$ cat src/rtl/seg_tube_driver.sv
// Seven-segment tube driver: hex or double-dabble decimal display of CPU writes,
// scanned over 4 positions that each drive one left-bus and one right-bus digit.

module seg_tube_lane (
  input  logic [3:0][3:0] digits,
  input  logic [3:0]      blank,
  input  logic [1:0]      pos,
  output logic [7:0]      seg
);
  logic [3:0] nib;

  always_comb begin
    nib = digits[pos];
    seg = 8'h00;
    if (!blank[pos]) begin
      case (nib)
        4'h0: seg = 8'hFC;
        4'h1: seg = 8'h60;
        4'h2: seg = 8'hDA;
        4'h3: seg = 8'hF2;
        4'h4: seg = 8'h66;
        4'h5: seg = 8'hB6;
        4'h6: seg = 8'hBE;
        4'h7: seg = 8'hE0;
        4'h8: seg = 8'hFE;
        4'h9: seg = 8'hF6;
        4'hA: seg = 8'hEE;
        4'hB: seg = 8'h3E;
        4'hC: seg = 8'h9C;
        4'hD: seg = 8'h7A;
        4'hE: seg = 8'h9E;
        default: seg = 8'h8E;
      endcase
    end
  end
endmodule

module seg_tube_driver #(
  parameter int SCAN_DIV = 25000,
  parameter bit LZ_BLANK = 1'b1
) (
  input  logic        clk,
  input  logic        rst,
  input  logic        wr_en,
  input  logic [31:0] wr_data,
  input  logic        wr_mode,
  output logic        busy,
  output logic        ovf,
  output logic [7:0]  tubSel,
  output logic [7:0]  tubLeft,
  output logic [7:0]  tubRight
);
  localparam int NUM_LANES = 2;
  localparam int CW        = $clog2(SCAN_DIV);

  typedef enum logic [1:0] {IDLE, CONV, COMMIT} state_t;

  state_t          state;
  logic [31:0]     shreg;
  logic [39:0]     bcd;
  logic [4:0]      cnt;
  logic [7:0][3:0] disp;
  logic [7:0]      bmask;
  logic            dec_mode;

  logic [CW-1:0]   scnt;
  logic [1:0]      pos;

  function automatic logic [39:0] bcd_adj(input logic [39:0] b);
    logic [39:0] r;
    r = b;
    for (int i = 0; i < 10; i++)
      if (b[4*i +: 4] >= 4'd5) r[4*i +: 4] = b[4*i +: 4] + 4'd3;
    return r;
  endfunction

  // Digits 7..1 blank while all digits above and including them are zero.
  function automatic logic [7:0] lz_mask(input logic [31:0] d);
    logic [7:0] m;
    logic       seen;
    m    = '0;
    seen = 1'b0;
    for (int i = 7; i >= 1; i--) begin
      if (d[4*i +: 4] != 4'd0) seen = 1'b1;
      m[i] = !seen;
    end
    return m;
  endfunction

  logic [39:0] bcd_next;
  logic        ovf_c;
  logic [7:0]  mask_c;

  always_comb begin
    bcd_next = {bcd_adj(bcd)[38:0], shreg[31]};
    ovf_c    = |bcd[39:32];
    mask_c   = (LZ_BLANK && !ovf_c) ? lz_mask(bcd[31:0]) : 8'h00;
  end

  // Hex writes win over everything; a decimal write always (re)starts conversion.
  always_ff @(posedge clk or posedge rst) begin
    if (rst) begin
      state    <= IDLE;
      shreg    <= '0;
      bcd      <= '0;
      cnt      <= '0;
      disp     <= '0;
      bmask    <= '0;
      dec_mode <= 1'b0;
      busy     <= 1'b0;
      ovf      <= 1'b0;
    end else if (wr_en && !wr_mode) begin
      disp     <= wr_data;
      dec_mode <= 1'b0;
      bmask    <= '0;
      ovf      <= 1'b0;
      busy     <= 1'b0;
      state    <= IDLE;
    end else if (wr_en && wr_mode) begin
      shreg <= wr_data;
      bcd   <= '0;
      cnt   <= '0;
      busy  <= 1'b1;
      state <= CONV;
    end else begin
      case (state)
        CONV: begin
          bcd   <= bcd_next;
          shreg <= {shreg[30:0], 1'b0};
          cnt   <= cnt + 5'd1;
          if (cnt == 5'd31) state <= COMMIT;
        end
        COMMIT: begin
          disp     <= bcd[31:0];
          dec_mode <= 1'b1;
          ovf      <= ovf_c;
          bmask    <= mask_c;
          busy     <= 1'b0;
          state    <= IDLE;
        end
        default: state <= IDLE;
      endcase
    end
  end

  logic [NUM_LANES-1:0][7:0] lane_seg;
  logic [7:0]                blank_eff;

  assign blank_eff = dec_mode ? bmask : 8'h00;

  // Lane 0 feeds the right bus (digits 3..0), lane 1 the left bus (digits 7..4).
  for (genvar gl = 0; gl < NUM_LANES; gl++) begin : g_lane
    seg_tube_lane u_lane (
      .digits (disp[gl*4 +: 4]),
      .blank  (blank_eff[gl*4 +: 4]),
      .pos    (pos),
      .seg    (lane_seg[gl])
    );
  end

  logic [3:0] oh;
  assign oh = 4'b0001 << pos;

  always_ff @(posedge clk or posedge rst) begin
    if (rst) begin
      scnt     <= '0;
      pos      <= '0;
      tubSel   <= 8'h00;
      tubLeft  <= 8'h00;
      tubRight <= 8'h00;
    end else begin
      if (scnt == CW'(SCAN_DIV - 1)) begin
        scnt <= '0;
        pos  <= pos + 2'd1;
      end else begin
        scnt <= scnt + CW'(1);
      end
      tubSel   <= {oh, oh};
      tubRight <= lane_seg[0];
      tubLeft  <= lane_seg[1];
    end
  end
endmodule

$ cat config.mk
export PLATFORM = sky130hd
export DESIGN_NAME = seg_tube_driver
export DESIGN_NICKNAME = d
export VERILOG_FILES = /design/src/rtl/seg_tube_driver.sv
export SDC_FILE = /design/constraint.sdc
export NUM_CORES = 1
export LEC_CHECK = 0
export CAP_MARGIN = 20
export CORE_MARGIN = 4
export CORE_UTILIZATION = 30
export CTS_CLUSTER_DIAMETER = 80
export DETAILED_ROUTE_END_ITERATION = 8
export HOLD_SLACK_MARGIN = 0.06
export PLACE_DENSITY = 0.43
export SYNTH_ARGS = -nofsm -noshare
export SYNTH_HDL_FRONTEND = slang
export SYNTH_SLANG_ARGS = --single-unit
$ cat constraint.sdc
create_clock -name clk -period 6.5 [get_ports clk]
set_input_delay 0.65 -clock clk [delete_from_list [all_inputs] [get_ports clk]]
set_output_delay 0.65 -clock clk [all_outputs]
set_load 0.02 [all_outputs]
==> metrics, run 1 <==
fraction of final layout cells sized beyond drive strength 1 7.07%; Final Total Pwr between 2 and 2.5 mW; Hold Violations, Final 0; Cell variety after synth 50; combinational family with the most area after synthesis simple AND/OR/NAND/NOR gates; register area share after synthesis 47.2%; CP bufs+invs 0; die area around 30000 um^2; Tcrit/Tclk final about two fifths; via count of the first global-routing pass 6124; quantity of I/O buffers inserted on ports around 60; worst reg2reg setup slack 3.90 ns; initial antenna violation count 0; post-synthesis cell type with the largest combined area sky130_fd_sc_hd__dfrtp_1; final worst clock skew 0.0131 ns; Crit Path Class flip-flop to flip-flop; total wirelength of the detailed-routed design 21200 um; Yosys warning total 0; critical path arrival roughly 3 ns; synthesized-area fraction occupied by ao, oa, aoi and oai cells 13.9%; Min-Delay Path Class flip-flop to flip-flop; unrepaired setup endpoints after global routing no; Die Y ~170 um; Least-Margin Pin Slew 1.03 ns; post-DP HPWL 14600 um; share of synthesized registers carrying an async set or reset 100%; horizontal die dimension approximately 170 um; largest vdd supply drop 0.171 mV; cell area reported after detailed placement 9100 um^2; largest fanout on the critical path 14; average instance area after synthesis 9.61 um^2; synthesized-area fraction occupied by adder cells 7.26%; cell type group with the largest total delay on the critical path flip-flops; dominant synthesized flop cell sky130_fd_sc_hd__dfrtp_1; EDFF count, synth 0; clock buffers created by TritonCTS 17; nature of the critical path endpoint flip-flop; leading cell type by number of instances after synthesis sky130_fd_sc_hd__dfrtp_1; CP required ~7 ns; maximum number of pins on one net before global-route repair 67; I/O pin total 62; total via count after detailed routing 6144; leakage component of the power 4.16 nW; Placeable Area 27000 um^2; number of sinks on the clock net 156; number of detailed-route iterations in the first pass 5; Gate Count Post-Synth 861; number of placement rows 60; top post-synthesis cells by count sky130_fd_sc_hd__dfrtp_1, sky130_fd_sc_hd__nand2_1, sky130_fd_sc_hd__o21ai_0, sky130_fd_sc_hd__nor2_1, sky130_fd_sc_hd__ha_1; H-tree depth 4; fraction of synthesized area in multiplexers under 10%; Seq cells post-synth 156; crit path max-delay cell type sky130_fd_sc_hd__dfrtp_1; number of endpoints failing setup at the final stage 0; top achievable clock speed 384 MHz; cts hold-fix bufs 0; Iter 0 DRT Violations 423; Initial Util 30.6%; insertion delay of the later-clocked pin in the worst-skew pair 0.43 ns; number of post-CTS setup repair buffers 0; global-route wire length before repair ~35000 um; clock root buffer sky130_fd_sc_hd__clkbuf_16; biggest area contributors in the synthesized netlist sky130_fd_sc_hd__dfrtp_1, sky130_fd_sc_hd__ha_1, sky130_fd_sc_hd__nand2_1; shortest period the worst path allows 2.60 ns; TritonCTS clock tree done; crit path cell chain mux4_1, ha_1, or3b_1, o221a_2, nor2_1; synthesized cell area 8270 um^2; Setup Slack @ Placement roughly 3.5 ns; layout overhead on the synthesized area 17.1%; total negative setup slack 0 ns; Worst-path clk slew about 0.06 ns; worst relative slew slack a little under a third; routability-driven placement congestion ratio around 0.76; status finished, final reports clean; Vias/cell slightly below 5; drc violations 0; post-cts gate resize count 0; residual antenna-violating net count after detailed routing 0; Synth Area in XOR/XNOR 2.86%; max incr delay on CP about 0.82 ns; remaining global-route overflow 0; area share of the largest cell type after synthesis between 40% and 50%; areal power density over the cells 253 nW/um^2; category of the worst setup path launch point flip-flop; number of slew-limit violations in the final report 0; worst hold-check slack 0.473 ns; Post-Synth Simple-Gate Area roughly 17%; worst path setup slack after routing a little under 4 ns; Design Area, Final 9690 um^2; net count of the finished layout 976; GRT Total Usage 14.5%; diodes inserted 0; post-detailed-route wirelength per cell 17.0 um; Max Buffers Root-to-Sink 2; count of maximum capacitance violations 0
## report_power, final
group / switching [mW] / internal, mW / leakage, nW / total (mW)
clock: 0.427 / 0.580 / 0.270 / 1.01
combinational: 0.201 / 0.142 / 1.90 / 0.343
sequential: 0.0475 / 1.05 / 1.99 / 1.10
total: 0.675 / 1.78 / 4.16 / 2.45
## state kept, by name, summed over array words and instances, names as in the netlist, 5 cells and up
register and flops:
bmask 7, tubRight 7, disp 32, cnt 5, scnt 15, bcd 40
tubLeft 7, shreg 32
## worst paths after layout
kind,start,endpoint,cells after the start
setup / recovery,pos[0],tubRight[7],5
hold / removal,disp[21],disp[21],2
setup reg to reg,pos[0],tubRight[7],5
hold reg to reg,disp[21],disp[21],2
max in group asynchronous,rst,disp[21],3
min in group asynchronous,rst,scnt[11],2
## routing by layer
metal,wire length [um],track usage [%],up-vias
li1,-,-,3050
met1,10900,21.9,2972
met2,9390,21.5,109
met3,702,2.63,13
met4,223,3.66,0
met5,0,0,-
## area by class of cell
cell class,count,area (um^2)
tap,341,427
fill,2776,17300
clock inverter,12,138
timing repair buffer,68,658
inverter,34,133
multi-input combinational,615,3980
sequential,156,3900
clock buffer,20,447
## metrics by stage
stage | instances | utilization (%)
global placement | 1214 | 33.7
CTS | 1246 | 35.8
finish | 1246 | 35.8
detailed placement | 1214 | 33.7
floorplan | 862 | -
global route | 1246 | 35.8
## kinds of logic (layout without fill, tap and decap cells)
kind of cell | Yosys count | count (layout)
and+or+nand+nor | 303 | 303
AOI/OAI and AO/OA | 194 | 194
DFF | 156 | 156
buffers and inverters | 91 | 134
adders and majority gates | 48 | 48
muxes | 41 | 41
xor gates and xnor gates | 27 | 27
other | 1 | 2
## cell usage in the layout, fill, tap and decap left out, drive strengths merged, types with 3 or more instances in the layout
master         synthesis  routed
a21o                   3       3
a21oi                 39      39
a221oi                 6       6
a22o                   3       3
a31oi                 31      31
a32o                   6       6
and2                   5       5
and3                   5       5
buf                   24       9
clkbuf                33      20
clkdlybuf4s50          0      59
clkinvlp               0       5
dfrtp                156     156
ha                    48      48
inv                   34      37
mux2                  10      10
mux2i                 22      22
mux4                   9       9
nand2                120     120
nand2b                15      15
nand3                 44      44
nand4                  7       7
nor2                  78      78
nor2b                  3       3
nor3                   5       5
nor3b                  8       8
nor4                   3       3
o211ai                 3       3
o21ai                 83      83
o31ai                 13      13
or3b                   3       3
xnor2                 14      14
xor2                  13      13
## tightest hold or removal path, cell delays in order, from the launching register on
cell and delay (ns):
sky130_fd_sc_hd__dfrtp_1 0.34, sky130_fd_sc_hd__nand2_1 0.04, sky130_fd_sc_hd__o21ai_0 0.06
Note: power is estimated with default switching activity, not from simulation.
==> run 2, diff against run 1 <==
- clock period: 6.5 -> 2.7 ns (I/O delays scaled with it)
==> run 2 against run 1 <==
Compared with the run above:
- maximum frequency rose by 12%
- sequential share of layout area down 1.1 points
- global-route usage is 0.064 points lower
- critical path type unchanged
- largest cell class unchanged
- largest power group unchanged
==> metrics, run 2 (synthesized netlist as in run 1, its figures left out) <==
critical path arrival 2.67 ns (-0.28 ns); crit path launch pos[0]; number of slew-limit violations in the final report 0 (unchanged); diodes inserted 0 (unchanged); Worst-path clk slew 0.06 ns (about the same); H-tree depth 4 (unchanged); Worst Reg2Reg Path Length in Cells 5 (unchanged); number of detailed-route iterations in the first pass 5 (unchanged); cell count after placement 1231 (+1.4%); top flop regs bcd: 40 flops, disp: 32 flops, shreg: 32 flops; top achievable clock speed 430 MHz (+12%); leakage component of the power 4.30 nW (+3.6%); worst relative slew slack 46.2% (+15 points); r2r endpoint tubLeft[7]; total negative setup slack 0 ns (unchanged); P_int 4.50 mW (+150%); horizontal die dimension 174 um (unchanged); die area 30300 um^2 (unchanged); largest vdd supply drop 0.385 mV (+130%); maximum number of pins on one net before global-route repair 75 (+12%); TritonCTS clock tree done; part of the total power dissipated in the clock network 42.3% (+1.2 points); post-detailed-route wirelength per cell 16.8 um (-1.2%); Final Total Pwr 6.09 mW (+150%); total wirelength of the detailed-routed design 21200 um (about the same); nature of the critical path endpoint flip-flop; number of post-CTS setup repair buffers 0 (unchanged); worst path setup slack after routing 0.376 ns (-3.52 ns); Final Instance Count excl. Fillers 1262 (+1.3%); unrepaired setup endpoints after global routing no; final worst clock skew 0.0121 ns (-0.000981 ns); cts hold-fix bufs 0 (unchanged); most used cells in the layout excluding fill and tap cells sky130_fd_sc_hd__dfrtp_1, sky130_fd_sc_hd__nand2_1, sky130_fd_sc_hd__o21ai_0; drc violations 0 (unchanged); Max Buffers Root-to-Sink 2 (unchanged); Crit Path Class flip-flop to flip-flop; number of placement rows 60 (unchanged); quantity of I/O buffers inserted on ports 59 (unchanged); worst reg2reg setup slack 0.38 ns (-3.52 ns); Least-Margin Pin Slew 0.806 ns (-0.222 ns); residual antenna-violating net count after detailed routing 0 (unchanged); FF+latch area 3900 um^2 (unchanged); Placeable Area 27000 um^2 (unchanged); Iter 0 DRT Violations 453 (+7.1%); Tcrit/Tclk final 86.1% (+46 points); launch instance of the worst register-to-register path pos[0]; category of the worst setup path launch point flip-flop; Setup crit end tubLeft[7]; total net switching power 1.59 mW (+140%); shortest period the worst path allows 2.32 ns (-0.280 ns); Min-Delay Path Class primary input to asynchronous set/reset pin; layout overhead on the synthesized area 20.4%; insertion delay of the later-clocked pin in the worst-skew pair 0.43 ns (about the same); register containing the most flip-flops in the final layout bcd; post-cts gate resize count 0 (unchanged); switching part of the total 26.2% (-1.4 points); remaining global-route overflow 0 (unchanged); Hold Violations, Final 0 (unchanged); number of filler cells placed in the layout 2730 (-1.7%); initial antenna violation count 0 (unchanged); global-route wire length before repair 35000 um (-0.68%); fraction of final layout cells sized beyond drive strength 1 8.79% (+1.7 points); areal power density over the cells 612 nW/um^2 (+140%); post-DP HPWL 15200 um (+3.7%); I/O pin total 62 (unchanged); routability-driven placement congestion ratio 0.730 (-3.8%); number of flip-flops in the largest register 40 (unchanged); part of the power in registers 43.6% (-1.3 points); Setup Slack @ Placement 0.389 ns (-3.08 ns); Initial Util 30.6% (unchanged); Die Y 174 um (unchanged); number of sinks on the clock net 156 (unchanged); part of the total power dissipated in combinational logic 14.1% (about the same); status finished, final reports clean; multi-input logic area 3980 um^2 (unchanged); clock root buffer sky130_fd_sc_hd__clkbuf_16; CP required 3.04 ns (-3.80 ns); number of endpoints failing setup at the final stage 0 (unchanged); total via count after detailed routing 6114 (-0.49%); net count of the finished layout 993 (+1.7%); GRT Total Usage 14.4% (-0.064 points); via count of the first global-routing pass 6232 (+1.8%); clock buffers created by TritonCTS 17 (unchanged); largest fanout on the critical path 12 (-2); count of maximum capacitance violations 0 (unchanged); Vias/cell 4.84 (-1.7%); most common cell after layout, fill and taps aside sky130_fd_sc_hd__dfrtp_1
-- run 2: layout make-up --
cell class / count / area share [%]
clock buffer: 20 / 4.59
clock inverter: 11 / 1.68
inverter: 34 / 1.32
multi-input combinational: 615 / 40.0
sequential: 156 / 39.2
tap: 341 / 4.29
timing repair buffer: 85 / 8.90
-- run 2: worst max-delay path: stages (launching register included) --
cell and delay, ns:
sky130_fd_sc_hd__dfrtp_1 0.59, sky130_fd_sc_hd__buf_4 0.25, sky130_fd_sc_hd__mux4_1 0.77, sky130_fd_sc_hd__or3b_1 0.41, sky130_fd_sc_hd__o221a_2 0.12, sky130_fd_sc_hd__nor2_1 0.10
-- run 2: worst min path at each step --
stage,slack [ns],endpoint,start,cells past startpoint
after floorplan,0.38,shreg[0],wr_data[0],2
after global placement,0.46,disp[29],disp[29],2
after detailed placement,0.47,bmask[6],bmask[6],2
after CTS,0.36,scnt[13],rst,2
after global routing,0.39,scnt[9],rst,2
final,0.34,scnt[9],rst,2
-- run 2: metrics by stage --
stage          utilization (%)  hold WS (ns)  instance area [um^2]
2_1_floorplan                -         0.375                  8280
3_3_place_gp              34.5         0.463                  9330
3_5_place_dp              34.5         0.467                  9330
4_1_cts                   36.8         0.355                  9950
5_1_grt                   36.8         0.389                  9950
6_report                  36.8         0.337                  9950
-- run 2: power groups by stage --
stage / Combinational [mW] / Sequential [mW] / Clock [mW]
CTS: 0.875 / 2.66 / 2.65
finish: 0.858 / 2.66 / 2.58
floorplan: 0.497 / 2.71 / 0
global route: 0.970 / 2.68 / 2.77
detailed placement: 0.873 / 2.70 / 0
global placement: 0.866 / 2.71 / 0
-- run 2: metal layers --
layer  share of wire [%]  vias up  track usage, %
li1                    -     3091               -
met5                   0        -               0
met1                  53     2922            21.4
met4                 1.0        0            3.96
met2                  44       88            21.6
met3                 2.6       13            2.74
==> run 3, diff against run 2 <==
- GPL_TIMING_DRIVEN: not set -> 0
==> run 3 against run 2 <==
Compared with the run above:
- critical path depth up 1
- die area unchanged
- power about the same
- critical endpoint is now tubRight[7]
- largest power group unchanged
==> metrics, run 3 (synthesized netlist as in run 1, its figures left out) <==
multi-input logic area 3950 um^2 (-0.75%); insertion delay of the later-clocked pin in the worst-skew pair 0.43 ns (about the same); shortest period the worst path allows 2.35 ns (+0.0290 ns); top flop regs bcd: 40 flops, disp: 32 flops, shreg: 32 flops; count of maximum capacitance violations 0 (unchanged); number of placement rows 60 (unchanged); areal power density over the cells 609 nW/um^2 (-0.52%); global-route wire length before repair 38300 um (+9.6%); TritonCTS clock tree done; CP required 3.06 ns (+0.02 ns); final worst clock skew 0.0105 ns (-0.00162 ns); largest vdd supply drop 0.302 mV (-22%); post-cts gate resize count 0 (unchanged); category of the worst setup path launch point flip-flop; Tcrit/Tclk final 87.1% (+1.1 points); FF+latch area 3900 um^2 (unchanged); net count of the finished layout 1029 (+3.6%); quantity of I/O buffers inserted on ports 59 (unchanged); remaining global-route overflow 0 (unchanged); most used cells in the layout excluding fill and tap cells sky130_fd_sc_hd__dfrtp_1, sky130_fd_sc_hd__nand2_1, sky130_fd_sc_hd__o21ai_0; worst path setup slack after routing 0.347 ns (-0.0290 ns); Vias/cell 4.93 (+1.8%); Die Y 174 um (unchanged); horizontal die dimension 174 um (unchanged); most common cell after layout, fill and taps aside sky130_fd_sc_hd__dfrtp_1; unrepaired setup endpoints after global routing no; Iter 0 DRT Violations 386 (-15%); Setup Slack @ Placement -0.0997 ns (-0.488 ns); clock buffers created by TritonCTS 17 (unchanged); residual antenna-violating net count after detailed routing 0 (unchanged); routability-driven placement congestion ratio 0.791 (+8.4%); Max Buffers Root-to-Sink 2 (unchanged); number of sinks on the clock net 156 (unchanged); I/O pin total 62 (unchanged); Placeable Area 27000 um^2 (unchanged); number of post-CTS setup repair buffers 0 (unchanged); Post-Route M1 WL 11900 um (+7.0%); worst relative slew slack 33.3% (-13 points); Hold Violations, Final 0 (unchanged); number of filler cells placed in the layout 2729 (-0.037%); post-DP HPWL 17900 um (+18%); initial antenna violation count 0 (unchanged); Worst-path clk slew 0.07 ns (about the same); via count of the first global-routing pass 6420 (+3.0%); number of flip-flops in the largest register 40 (unchanged); total via count after detailed routing 6406 (+4.8%); leakage component of the power 4.32 nW (+0.32%); layout overhead on the synthesized area 21.0%; Min-Delay Path Class primary input to asynchronous set/reset pin; Initial Util 30.6% (unchanged); post-detailed-route wirelength per cell 18.3 um (+9.0%); die area 30300 um^2 (unchanged); register containing the most flip-flops in the final layout bcd; maximum number of pins on one net before global-route repair 40 (-47%); Final Total Pwr 6.09 mW (about the same); largest fanout on the critical path 10 (-2); Crit Path Class flip-flop to flip-flop; Least-Margin Pin Slew 0.995 ns (+0.189 ns); diodes inserted 0 (unchanged); top achievable clock speed 425 MHz (-1.2%); highest metal used met4; cts hold-fix bufs 0 (unchanged); number of detailed-route iterations in the first pass 5 (unchanged); DR WL met2 10700 um (+15%); clock root buffer sky130_fd_sc_hd__clkbuf_16; GRT Total Usage 16.2% (+1.7 points); met3 routed wirelength 910 um (+65%); number of slew-limit violations in the final report 0 (unchanged); fraction of final layout cells sized beyond drive strength 1 7.93% (-0.86 points); status finished, final reports clean; total wirelength of the detailed-routed design 23800 um (+12%); nature of the critical path endpoint flip-flop; H-tree depth 4 (unchanged); number of endpoints failing setup at the final stage 0 (unchanged); drc violations 0 (unchanged); final core occ 37.0% (+0.20 points); critical path arrival 2.72 ns (+0.05 ns)
[run 3: final timing paths]
check	from	to	slack (ns)	depth (start not counted)
worst max register to register	pos[0]	tubRight[7]	0.35	6
worst max-delay path	pos[0]	tubRight[7]	0.35	6
worst min register to register	disp[22]	disp[22]	0.47	2
worst min-delay path	rst	scnt[0]	0.08	2
min in group clk	wr_data[14]	shreg[14]	0.47	3
max in group asynchronous	rst	shreg[12]	1.75	5
[run 3: critical path, stage by stage, from the launching register on]
cell and delay [ns]:
sky130_fd_sc_hd__dfrtp_1 0.48, sky130_fd_sc_hd__buf_6 0.21, sky130_fd_sc_hd__mux4_1 0.71, sky130_fd_sc_hd__ha_1 0.30, sky130_fd_sc_hd__or3b_1 0.38, sky130_fd_sc_hd__o221a_2 0.13
sky130_fd_sc_hd__nor2_1 0.07
[run 3: layout make-up]
class                   instances  area share, %
flip-flops and latches        156           39.0
repair buffers                 64           6.90
plain buffers                  57           2.90
clock inverters                14           1.75
multi-input cells             615           39.5
clock buffers                  18           4.39
inverters                      34           1.31
well taps                     341           4.26
[run 3: per-layer routing]
metal / vias up / GRT usage, %
met2: 136 / 24.7
met4: 0 / 4.03
li1: 3158 / -
met5: - / 0
met3: 16 / 2.57
met1: 3096 / 24.0
[run 3: through the flow]
| step | std cells | hold WS (ns) | instance area [um^2] | TNS [ns] |
|---|---|---|---|---|
| 2_1_floorplan | 862 | 0.375 | 8280 | 0 |
| 3_3_place_gp | 1262 | 0.456 | 9300 | -188.25 |
| 3_5_place_dp | 1267 | 0.463 | 9400 | -0.849 |
| 4_1_cts | 1299 | 0.0651 | 10000 | 0 |
| 5_1_grt | 1299 | 0.0831 | 10000 | 0 |
| 6_report | 1299 | 0.0766 | 10000 | 0 |
[run 3: power by group]
group / internal (mW) / leakage (nW) / switching (mW)
registers: 2.53 / 1.99 / 0.0981
clock network: 1.43 / 0.303 / 1.12
logic: 0.376 / 2.03 / 0.530
